$ cat src/rtl/norm_scan_unit_if.sv
// Request/response bundle for the normalizer / zero-count unit.
// The master side is the pipeline that issues the scan; the slave side is the unit.
interface norm_scan_unit_if #(
  parameter int WIDTH = 32,
  parameter int CNT_W = 6
);
  logic             i_start;
  logic             i_mode;
  logic [WIDTH-1:0] i_data;
  logic             o_busy;
  logic             o_done;
  logic [CNT_W-1:0] o_count;
  logic [WIDTH-1:0] o_norm;
  logic             o_zero;

  modport master (
    output i_start, i_mode, i_data,
    input  o_busy, o_done, o_count, o_norm, o_zero
  );

  modport slave (
    input  i_start, i_mode, i_data,
    output o_busy, o_done, o_count, o_norm, o_zero
  );
endinterface

$ cat src/rtl/norm_scan_unit.sv
// Multi-cycle CLZ/CTZ normalizer: a binary search of shifts by 16,8,4,2,1,
// one step per clock, followed by a single-cycle done pulse.
module norm_scan_unit #(
  parameter int WIDTH = 32,
  parameter int CNT_W = 6
) (
  input  logic          i_clk,
  input  logic          i_reset,
  norm_scan_unit_if.slave bus
);

  localparam logic [2:0] LAST_STEP = 3'd4;

  typedef enum logic [1:0] {IDLE, SCAN, DONE} state_t;

  state_t           state_q, state_d;
  logic [WIDTH-1:0] work;
  logic [CNT_W-1:0] cnt;
  logic [2:0]       step;
  logic             mode;

  logic [4:0]       k;
  logic [WIDTH-1:0] hi_mask, lo_mask, work_nxt;
  logic [CNT_W-1:0] cnt_nxt;
  logic             hit;

  // Step size halves each cycle; masks select the k bits at the scanned end.
  always_comb begin
    k        = 5'd16 >> step;
    hi_mask  = ~({WIDTH{1'b1}} >> k);
    lo_mask  = ~({WIDTH{1'b1}} << k);
    hit      = mode ? ((work & lo_mask) == '0) : ((work & hi_mask) == '0);
    work_nxt = work;
    cnt_nxt  = cnt;
    if (hit) begin
      work_nxt = mode ? (work >> k) : (work << k);
      cnt_nxt  = cnt + CNT_W'(k);
    end
  end

  always_ff @(posedge i_clk or negedge i_reset) begin
    if (!i_reset) state_q <= IDLE;
    else          state_q <= state_d;
  end

  always_comb begin
    state_d = state_q;
    case (state_q)
      IDLE:    if (bus.i_start) state_d = SCAN;
      SCAN:    if (step == LAST_STEP) state_d = DONE;
      DONE:    state_d = IDLE;
      default: state_d = IDLE;
    endcase
  end

  always_ff @(posedge i_clk or negedge i_reset) begin
    if (!i_reset) begin
      work        <= '0;
      cnt         <= '0;
      step        <= '0;
      mode        <= 1'b0;
      bus.o_busy  <= 1'b0;
      bus.o_done  <= 1'b0;
      bus.o_count <= '0;
      bus.o_norm  <= '0;
      bus.o_zero  <= 1'b0;
    end else begin
      case (state_q)
        IDLE: if (bus.i_start) begin
          work       <= bus.i_data;
          cnt        <= '0;
          step       <= '0;
          mode       <= bus.i_mode;
          bus.o_busy <= 1'b1;
        end
        SCAN: begin
          work <= work_nxt;
          cnt  <= cnt_nxt;
          step <= step + 3'd1;
          if (step == LAST_STEP) begin
            bus.o_busy <= 1'b0;
            bus.o_done <= 1'b1;
            // All-zero operand is the only way to reach 32; the search tops out at 31.
            if (work_nxt == '0) begin
              bus.o_count <= CNT_W'(WIDTH);
              bus.o_norm  <= '0;
              bus.o_zero  <= 1'b1;
            end else begin
              bus.o_count <= cnt_nxt;
              bus.o_norm  <= work_nxt;
              bus.o_zero  <= 1'b0;
            end
          end
        end
        DONE:    bus.o_done <= 1'b0;
        default: ;
      endcase
    end
  end

endmodule

$ cat src/flat_wrapper.sv
// flat-port wrapper written by rule: the top's interface ports become plain ports
module norm_scan_unit_flat 
#(
  parameter int WIDTH = 32,
  parameter int CNT_W = 6
)
  (i_clk, i_reset, bus_i_start, bus_i_mode, bus_i_data, bus_o_busy, bus_o_done, bus_o_count, bus_o_norm, bus_o_zero);
  norm_scan_unit_if #(.WIDTH(WIDTH), .CNT_W(CNT_W)) bus_i ();
  input  logic i_clk;
  input  logic i_reset;
  input wire logic [$bits(bus_i.i_start)-1:0] bus_i_start;
  input wire logic [$bits(bus_i.i_mode)-1:0] bus_i_mode;
  input wire logic [$bits(bus_i.i_data)-1:0] bus_i_data;
  output wire logic [$bits(bus_i.o_busy)-1:0] bus_o_busy;
  output wire logic [$bits(bus_i.o_done)-1:0] bus_o_done;
  output wire logic [$bits(bus_i.o_count)-1:0] bus_o_count;
  output wire logic [$bits(bus_i.o_norm)-1:0] bus_o_norm;
  output wire logic [$bits(bus_i.o_zero)-1:0] bus_o_zero;
  assign bus_i.i_start = bus_i_start;
  assign bus_i.i_mode = bus_i_mode;
  assign bus_i.i_data = bus_i_data;
  assign bus_o_busy = bus_i.o_busy;
  assign bus_o_done = bus_i.o_done;
  assign bus_o_count = bus_i.o_count;
  assign bus_o_norm = bus_i.o_norm;
  assign bus_o_zero = bus_i.o_zero;
  norm_scan_unit #(.WIDTH(WIDTH), .CNT_W(CNT_W)) u_core (.i_clk(i_clk), .i_reset(i_reset), .bus(bus_i));
endmodule
$ cat config.mk
export PLATFORM = sky130hd
export DESIGN_NAME = norm_scan_unit_flat
export DESIGN_NICKNAME = d
export VERILOG_FILES = /design/src/rtl/norm_scan_unit_if.sv /design/src/rtl/norm_scan_unit.sv /design/src/flat_wrapper.sv
export SDC_FILE = /design/constraint.sdc
export NUM_CORES = 1
export LEC_CHECK = 0
export ABC_AREA = 1
export BUFFER_PORTS_ARGS = -buffer_cell sky130_fd_sc_hd__buf_2
export CAP_MARGIN = 0
export CORE_ASPECT_RATIO = 1.5
export CORE_MARGIN = 2
export CORE_UTILIZATION = 55
export CTS_CLUSTER_DIAMETER = 100
export DETAILED_ROUTE_END_ITERATION = 16
export PLACE_DENSITY_LB_ADDON = 0.3
export SKIP_CTS_REPAIR_TIMING = 1
export SLEW_MARGIN = 20
export SYNTH_ARGS = -nofsm -noshare
export SYNTH_HDL_FRONTEND = slang
export SYNTH_SLANG_ARGS = --single-unit
export TNS_END_PERCENT = 10
$ cat constraint.sdc
create_clock -name i_clk -period 2.9 [get_ports i_clk]
set_input_delay 0.58 -clock i_clk [delete_from_list [all_inputs] [get_ports i_clk]]
set_output_delay 0.58 -clock i_clk [all_outputs]
set_load 0.02 [all_outputs]
==> key figures, run 1 <==
Floorplan
  – Row cnt: 54
  – Die Ht: 154 um
  – Total I/O pin count: 77
  – DIE WIDTH: 104 um
  – Starting Density: 0.563

Yosys
  – Mean Syn Cell Area: 5.84 um2
  – Post-Syn Instances: roughly 1400
  – Share of the yosys chip area belonging to registers: 0.259
  – Netlist cell types: 33
  – Mapped Area: 8210 um2
  – Synth warn: 0
  – FF+latch count, synth: 85
  – Synthesized net count: 1453

Clock network
  – Clock Path Buffers: 2
  – CTS Buf Count: 9
  – Root Driver: clkbuf_16
  – Clock sink total: between 80 and 90
  – H-tree depth: 3

Placement
  – I/O Buffers: 76
  – GP Congestion: 1.14
  – Placed insts: 1801
  – HPWL after DPL: between 30000 and 40000 um

Run status
  – Status: aborted with a tool error
  – Stopping stage: global routing (5_1_grt)
  – First error: [ERROR GRT-0232] Routing congestion too high. Check the congestion heatmap in the GUI.

GRT
  – Total grt overflow: 57
  – GRT Util Overall: 0.660
  – Largest net degree at the start of global routing: 71

Timing
  – GR repair worst EP: u_core.bus.o_count[2]$_DFFE_PN0P_/D
  – WEP type: register data pin
[logic make-up after synthesis]
| group | share of synthesized area |
|---|---|
| muxes | 0.00122 |
| DFF | 0.259 |
| adders and majority gates | 0.0152 |
| xor gates and xnor gates | 0.00427 |
| and+or+nand+nor | 0.527 |
| buffers and inverters | 0.0882 |
| AOI/OAI and AO/OA | 0.106 |
[metrics by stage]
step | TNS [ps] | area (um2) | worst slack (ps) | util
after CTS | -3010 | 10600 | -441 | 0.728
after global placement | -1950 | 10300 | -302 | 0.708
after floorplan | 0 | 8210 | 181 | -
after detailed placement | -2670 | 10300 | -410 | 0.708
[cell usage after synthesis]
cell type,number,area share
o21ai_0,51,0.031
o22ai_1,4,0.0030
inv_1,68,0.031
buf_2,21,0.013
a21boi_0,3,0.0027
nor2_2,1,0.00076
buf_1,20,0.0091
nand3_1,409,0.25
buf_6,4,0.0055
mux2i_1,1,0.0012
nor3_1,8,0.0049
nor2_1,58,0.027
xnor2_1,1,0.0011
a31oi_1,1,0.00076
nand2_4,1,0.0014
nand3b_1,3,0.0027
xor2_1,3,0.0032
nand2_2,3,0.0023
nand2_1,487,0.22
a21oi_1,48,0.029
dfrtp_1,85,0.26
o21ai_4,1,0.0020
clkinv_1,2,0.00091
nand4_1,13,0.0099
o221ai_1,31,0.033
and2_1,2,0.0015
buf_4,4,0.0037
nand3_2,4,0.0049
ha_1,10,0.015
clkbuf_1,46,0.021
a211oi_1,2,0.0018
inv_2,9,0.0041
o21ai_1,3,0.0018
[metal layers]
metal / GRT usage / GRT overflow
met5: 0.134 / 1
met1: 0.654 / 0
met2: 0.892 / 26
met3: 0.422 / 1
met4: 0.671 / 29
==> inputs of run 2 (changes only) <==
Settings changed: CORE_ASPECT_RATIO 1.5 to unset, CORE_UTILIZATION 55 to 40, CTS_CLUSTER_DIAMETER 100 to unset, PLACE_DENSITY_LB_ADDON 0.3 to 0.15.
Clock period 2.9 ns to 3.8 ns, I/O delays scaled along.
==> key figures, run 2 <==
Timing
  – Final period util: 0.929
  – Fin crit period: approximately 3500 ps
  – RSZ-0062 raised after global routing: no
  – Rel. slew slack: 0.252
  – TNS Setup: 0 ps
  – Slew @ Worst Pin: 1120 ps
  – # setup viols final: 0
  – Final hold slack: 461 ps
  – Skew final: 7.96 ps
  – Pins Over Slew Limit: 0
  – Max Freq: 0.283 GHz
  – Final hold vios: 0

Floorplan
  – Row cnt: 52
  – Core area: about 20000 um2
  – DIE AREA: 21700 um2
  – DIE WIDTH: between 100 and 150 um
  – Die Ht: 147 um
  – Total I/O pin count: a little under 80
  – Starting Density: 0.407

Layout
  – Final Non-Filler Cells: 1734
  – Register Area: 2130 um2
  – Layout cells sized above 1: 0.122
  – Largest registers: u_core.bus.o_norm: 32 flops, u_core.work: 32 flops
  – Most frequent cells in the layout: 486 x nand2_1, 409 x nand3_1, 85 x dfrtp_1, 75 x buf_2, 67 x inv_1
  – Nets: 1504
  – Layout fillers: 2192
  – Most common cell after layout, fill and taps aside: nand2_1
  – Footprint of the multi-input gates: 5450 um2
  – Area Overhead vs Synth: 14.8%

Placement
  – HPWL after DPL: between 20000 and 30000 um
  – GP Congestion: 1.06
  – I/O Buffers: 76
  – Placed insts: about 1700

Setup path
  – Crit path top cell by count: nand2_1
  – Crit end category: flop
  – Crit-path cells: inv_1, ha_2, buf_4, o21ai_4, nand3_1, nand2_1, nand2_1, inv_2, nand2_1, nor2_1, nand3_2, nand2_8, nand2_1, nand2_1, nand2_1, nor2_1, nand2_1, nor2_1, nand2_2, nand3b_1, nand2_1
  – Critical path required time: 4040 ps
  – Critical Path Fanout Max: 20
  – Slowest cell on crit path: dfrtp_1
  – Max incr delay on CP: 390 ps
  – Worst Path Arrival: 3770 ps
  – Setup crit start kind: flop
  – Crit Path Class: flop to flop

Yosys
  – Top-count cell post-synth: nand2_1
  – Post-Syn Instances: 1407
  – Mapped Area: 8210 um2
  – Largest family of logic cells by synthesized area: simple AND/OR/NAND/NOR gates
  – Post-synth top cells: 487 x nand2_1, 409 x nand3_1, 85 x dfrtp_1
  – Mean Syn Cell Area: 5.84 um2
  – Area leader, netlist: dfrtp_1
  – Netlist cell types: 33
  – Synth area leaders: dfrtp_1 26%, nand3_1 25%, nand2_1 22%
  – FF+latch count, synth: 85
  – Mux cell area share after synthesis: 0.00122
  – Post-synth top area share: 0.259
  – Synth Area in Adders: 0.0152
  – Post-Synth XOR/XNOR Area: 0.00427
  – Synthesized net count: 1453
  – Main synth FF type: dfrtp_1
  – Synth warn: 0
  – Post-synthesis simple-gate area fraction: 0.527
  – Compound-gate portion of the synthesized area: 0.106
  – Share of the yosys chip area belonging to registers: 0.259
  – Number of flops mapped to enable cells by yosys: 0
  – Ys async rst share: 1.00

Routing
  – First-pass DRT Iterations: 5
  – Via/cell ratio: 6.04
  – Via count: 10472
  – Detailed Route WL: 39000 um
  – Routed Antenna Nets: 0
  – WL/cell: between 20 and 25 um
  – Drt first-iter violations: 1380
  – DRC: 0

Clock network
  – Clock sink total: 85
  – H-tree depth: 3
  – Clk slew on worst S/H paths: 70 ps
  – TritonCTS clock tree: done
  – Worst-Skew Late Latency: between 300 and 400 ps
  – Clock Path Buffers: 2
  – Root Driver: clkbuf_16
  – CTS Buf Count: 9

GRT
  – Vias in the first global route: roughly 9600
  – GRT Util Overall: 0.356
  – Largest net degree at the start of global routing: 64
  – Initial antenna violation count: 0
  – First-pass GRT wire length: ~60000 um
  – Total grt overflow: 0

Run
  – Max Cap Violations: 0

Worst hold path
  – Hold Crit Class: input port to async pin

Run status
  – Status: completed
==> run 2: final timing paths <==
check	to	from	slack, ps	cells past startpoint
worst max-delay path	u_core.bus.o_count[2]	u_core.step[0]	270	21
worst min-delay path	u_core.cnt[5]	i_reset	460	1
worst max register to register	u_core.bus.o_count[2]	u_core.step[0]	270	21
worst min register to register	u_core.bus.o_count[1]	u_core.bus.o_count[1]	480	2
max in group asynchronous	u_core.work[26]	i_reset	2610	2
min in group i_clk	u_core.bus.o_count[1]	u_core.bus.o_count[1]	480	2
==> run 2: stage by stage <==
stage / cell area (um2) / utilization / setup slack, ps
finish: 9430 / 0.467 / 270
global route: 9420 / 0.467 / 1.70
global placement: 9010 / 0.447 / 200
floorplan: 8210 / - / 1080
detailed placement: 9020 / 0.447 / 182
CTS: 9320 / 0.462 / 153
==> run 2: area by class of cell <==
type / count / area share
Antenna cell: 1 / 0.000265
Tap cell: 270 / 0.0358
Multi-Input combinational cell: 1150 / 0.578
Timing Repair Buffer: 133 / 0.0973
Sequential cell: 85 / 0.226
Inverter: 79 / 0.0315
Clock inverter: 6 / 0.00743
Clock buffer: 10 / 0.0243
==> run 2: cell families after synthesis <==
| family | Yosys count |
|---|---|
| AO/OA/AOI/OAI | 144 |
| adder cells (fa/ha/maj) | 10 |
| AND/OR/NAND/NOR | 989 |
| flip-flops | 85 |
| XOR/XNOR | 4 |
| multiplexers | 1 |
| buffers and inverters | 174 |
==> run 2: worst max-delay path, delay by kind of cell, from the launching register on <==
family,cells,cell delay (ps)
and+or+nand+nor,16,2090
DFF,1,390
buffers and inverters,3,380
AOI/OAI and AO/OA,1,310
adders and majority gates,1,240
==> run 2: metal layers <==
layer	part of all wire	global-route usage	vias to the layer above
li1	-	-	4853
met5	0	0	-
met3	0.11	0.0733	111
met4	0.046	0.143	0
met1	0.42	0.513	4818
met2	0.42	0.520	690
Power of run 2 is left out: the tool's default activity adds up to more than one toggle a clock period on the data nets, which glitch-free logic cannot reach.
==> inputs of run 3 (changes only) <==
Clock period 3.8 ns to 4.36 ns, I/O delays scaled along.
==> key figures, run 3 (same netlist as run 2, synthesis figures left out) <==
Run status
  – Status: completed

Clock network
  – Worst-Skew Late Latency: around 340 ps
  – H-tree depth: 3
  – Clock Path Buffers: 2
  – Root Driver: clkbuf_16
  – CTS Buf Count: 9
  – Clk slew on worst S/H paths: 70 ps
  – Clock sink total: 85
  – TritonCTS clock tree: done

Placement
  – Pre-CTS WS: 479 ps
  – I/O Buffers: 76
  – GP Congestion: between 1 and 1.5
  – HPWL after DPL: around 29000 um

Routing
  – WL/cell: 22.2 um
  – Drt first-iter violations: ~1000
  – Via count: a little over 10000
  – Routed Antenna Nets: 0
  – Detailed Route WL: 38100 um
  – Via/cell ratio: 5.98
  – DRC: 0
  – First-pass DRT Iterations: 6

GRT
  – Total grt overflow: 0
  – GRT Util Overall: 0.349
  – First-pass GRT wire length: roughly 58000 um
  – Vias in the first global route: roughly 9500
  – Largest net degree at the start of global routing: 75
  – Initial antenna violation count: 1

Setup path
  – Critical Path Fanout Max: 12
  – Setup crit start kind: flop
  – Crit-path cells: inv_1, ha_2, inv_1, nor2_2, buf_4, nor2_1, inv_1, nor2_1, a21oi_1, nand2_1, nand2_1, nand2_1, nor2_1, nand2_1, nor2_1, nand2_2, nand3b_1, nand2_1
  – Slowest cell on crit path: nor2_2
  – R2R depth: 18
  – Crit path top cell by count: nand2_1
  – Crit end category: flop
  – RR Endpoint: u_core.bus.o_count[3]
  – Crit path depth: 18
  – Crit Path Class: flop to flop
  – Setup crit start: u_core.step[0]
  – CP Capture Point: u_core.bus.o_count[3]
  – Crit path buffers/inverters: 4
  – R2R setup slack: 360 ps
  – R2r startpoint: u_core.step[0]
  – Critical path required time: 4590 ps
  – Worst Path Arrival: 4220 ps
  – Worst path top cell family by delay: simple AND/OR/NAND/NOR gates
  – Max incr delay on CP: 550 ps

Floorplan
  – DIE WIDTH: ~150 um
  – Die Ht: 147 um
  – Total I/O pin count: 77
  – Starting Density: 0.407
  – DIE AREA: 21700 um2
  – Core area: 20200 um2
  – Row cnt: 52

Timing
  – Pins Over Slew Limit: 0
  – Final hold slack: around 480 ps
  – Slew @ Worst Pin: 1020 ps
  – TNS Setup: 0 ps
  – Final hold vios: 0
  – Rel. slew slack: 0.318
  – RSZ-0062 raised after global routing: no
  – Skew final: 9.10 ps
  – Final period util: 0.916
  – # setup viols final: 0
  – Max Freq: 0.250 GHz
  – Setup slack after layout: 365 ps
  – Fin crit period: about 4000 ps

Run
  – Max Cap Violations: 0

Layout
  – Register Area: 2130 um2
  – Most common cell after layout, fill and taps aside: nand2_1
  – Area Overhead vs Synth: 11.3%
  – Largest registers: u_core.bus.o_norm: 32 flops, u_core.work: 32 flops
  – Footprint of the multi-input gates: 5390 um2
  – Most frequent cells in the layout: 486 x nand2_1, 409 x nand3_1, 85 x dfrtp_1, 75 x buf_2, 67 x inv_1
  – Layout fillers: between 2000 and 2500
  – Nets: 1484
  – Layout cells sized above 1: 0.108

Worst hold path
  – Hold Crit Class: flop to flop
-- run 3: metal layers --
layer	vias up	part of all wire	global-route usage
li1	4811	-	-
met3	116	0.088	0.0671
met2	536	0.42	0.516
met1	4781	0.44	0.493
met5	-	0	0
met4	0	0.048	0.157
-- run 3: per-stage QoR --
step           utilization  area [um2]  cells
6_report             0.453        9140   1713
5_1_grt              0.453        9140   1712
4_1_cts              0.453        9140   1712
3_5_place_dp         0.439        8850   1697
3_3_place_gp         0.439        8840   1697
2_1_floorplan            -        8210   1407
-- run 3: final cells by class --
type	instances	area share
tap	270	0.0370
antenna	1	0.000274
inverter	79	0.0324
timing repair buffer	115	0.0767
sequential	85	0.233
clock buffer	10	0.0251
clock inverter	5	0.00671
multi-input combinational	1148	0.589
-- run 3: worst min-delay path: stages, from the launching register on --
cell and delay [ps]:
dfrtp_1 340, nand2_1 50, nand2_1 50
-- run 3: worst min path at each step --
stage                            endpoint  cells after the start  slack, ps                   from
finish              u_core.bus.o_count[5]                      2        480  u_core.bus.o_count[5]
global route        u_core.bus.o_norm[20]                      2        500  u_core.bus.o_norm[20]
CTS                 u_core.bus.o_count[5]                      2        480  u_core.bus.o_count[5]
detailed placement  u_core.bus.o_count[5]                      2        460  u_core.bus.o_count[5]
global placement        u_core.bus.o_busy                      2        460      u_core.bus.o_busy
floorplan                   u_core.cnt[3]                      2        470          u_core.cnt[3]
Power of run 3 is left out for the same reason.
==> inputs of run 4 (changes only) <==
Settings changed: CORE_ASPECT_RATIO set to 0.9.
==> key figures, run 4 (same netlist as run 2, synthesis figures left out) <==
Run status
  – Status: completed

GRT
  – GRT Util Overall: 0.361
  – Total grt overflow: 0
  – Vias in the first global route: roughly 9500
  – Initial antenna violation count: 0
  – Largest net degree at the start of global routing: 75
  – First-pass GRT wire length: 59800 um

Routing
  – WL/cell: 23.0 um
  – First-pass DRT Iterations: 5
  – Via/cell ratio: 6.13
  – DRC: 0
  – Drt first-iter violations: 1179
  – Via count: between 10000 and 15000
  – Routed Antenna Nets: 0
  – Detailed Route WL: ~39000 um

Layout
  – Layout cells sized above 1: 0.105
  – Nets: 1476
  – Most frequent cells in the layout: 486 x nand2_1, 409 x nand3_1, 85 x dfrtp_1, 75 x buf_2, 67 x inv_1
  – Register Area: 2130 um2
  – Most common cell after layout, fill and taps aside: nand2_1
  – Layout fillers: 2225
  – Largest registers: u_core.bus.o_norm: 32 flops, u_core.work: 32 flops
  – Area Overhead vs Synth: 10.8%
  – Footprint of the multi-input gates: 5390 um2
  – Ant diodes: 0

Setup path
  – Max incr delay on CP: 410 ps
  – Critical path required time: ~4600 ps
  – Setup crit start kind: flop
  – Crit end category: flop
  – Critical Path Fanout Max: 24
  – Slowest cell on crit path: dfrtp_1
  – Crit-path cells: inv_1, ha_2, buf_4, nand2_2, buf_4, nand2_1, nand2_1, nand2_1, o21ai_0, nand2_1, nand2_1, nand3_1, nand2_1, a21boi_0, nand2_1, nand2_1, nand2_1, nor2_1, nand2_1, nor2_1, nand2_2, nand3b_1, nand2_1
  – Crit path top cell by count: nand2_1
  – Crit Path Class: flop to flop
  – Worst Path Arrival: roughly 4200 ps

Timing
  – Skew final: ~15 ps
  – Final period util: 0.906
  – Final hold vios: 0
  – # setup viols final: 0
  – Fin crit period: about 3900 ps
  – TNS Setup: 0 ps
  – RSZ-0062 raised after global routing: no
  – Rel. slew slack: 0.289
  – Max Freq: 0.253 GHz
  – Slew @ Worst Pin: 1070 ps
  – Pins Over Slew Limit: 0

Clock network
  – Clock sink total: 85
  – Clock Path Buffers: 2
  – TritonCTS clock tree: done
  – Worst-Skew Late Latency: about 350 ps
  – CTS Buf Count: 9
  – H-tree depth: 3
  – Root Driver: clkbuf_16
  – Clk slew on worst S/H paths: approximately 80 ps

Floorplan
  – Core area: 20000 um2
  – DIE WIDTH: 155 um
  – Die Ht: 140 um
  – DIE AREA: approximately 22000 um2
  – Starting Density: 0.410
  – Total I/O pin count: 77
  – Row cnt: 49

Placement
  – GP Congestion: approximately 1.0
  – HPWL after DPL: a little over 30000 um
  – I/O Buffers: 76

Run
  – Max Cap Violations: 0

Worst hold path
  – Hold Crit Class: flop to flop
==> run 4: per-layer routing <==
metal / GRT usage / part of all wire / vias up / wire, um
li1: - / - / 4800 / -
met1: 0.546 / 0.46 / 4944 / 18000
met2: 0.531 / 0.42 / 558 / 16300
met3: 0.0575 / 0.090 / 66 / 3500
met4: 0.0980 / 0.029 / 0 / 1140
met5: 0 / 0 / - / 0
==> run 4: layout make-up <==
| cell class | count | share of cell area |
|---|---|---|
| clock inverter | 7 | 0.0107 |
| inverter | 79 | 0.0326 |
| tap | 255 | 0.0350 |
| sequential | 85 | 0.234 |
| multi-input combinational | 1148 | 0.592 |
| timing repair buffer | 107 | 0.0717 |
| clock buffer | 9 | 0.0247 |
==> run 4: worst paths after layout <==
path | slack (ps) | from | cells after the start | to
max | 410 | u_core.step[0] | 23 | u_core.bus.o_count[3]
min | 480 | u_core.bus.o_busy | 2 | u_core.bus.o_busy
max reg2reg | 410 | u_core.step[0] | 23 | u_core.bus.o_count[3]
min reg2reg | 480 | u_core.bus.o_busy | 2 | u_core.bus.o_busy
max in group asynchronous | 2910 | i_reset | 2 | u_core.work[4]
min in group asynchronous | 560 | i_reset | 1 | u_core.bus.o_norm[28]
==> run 4: worst max-delay path, delay by kind of cell (launching register included) <==
kind	cells	cell delay [ps]
adder cells (fa/ha/maj)	1	300
AO/OA/AOI/OAI	2	460
buffers and inverters	3	660
AND/OR/NAND/NOR	17	1990
flip-flops	1	410
==> run 4: metrics by stage <==
| stage | util | instance area [um2] | hold slack (ps) | worst slack (ps) | cells |
|---|---|---|---|---|---|
| after global placement | 0.438 | 8780 | 454 | 456 | 1674 |
| after detailed placement | 0.438 | 8780 | 462 | 461 | 1674 |
| after CTS | 0.454 | 9100 | 482 | 452 | 1690 |
| after global routing | 0.454 | 9100 | 511 | 40.7 | 1690 |
| after floorplan | - | 8210 | 475 | 1640 | 1407 |
| final | 0.454 | 9100 | 476 | 410 | 1690 |
Power of run 4 is left out for the same reason.
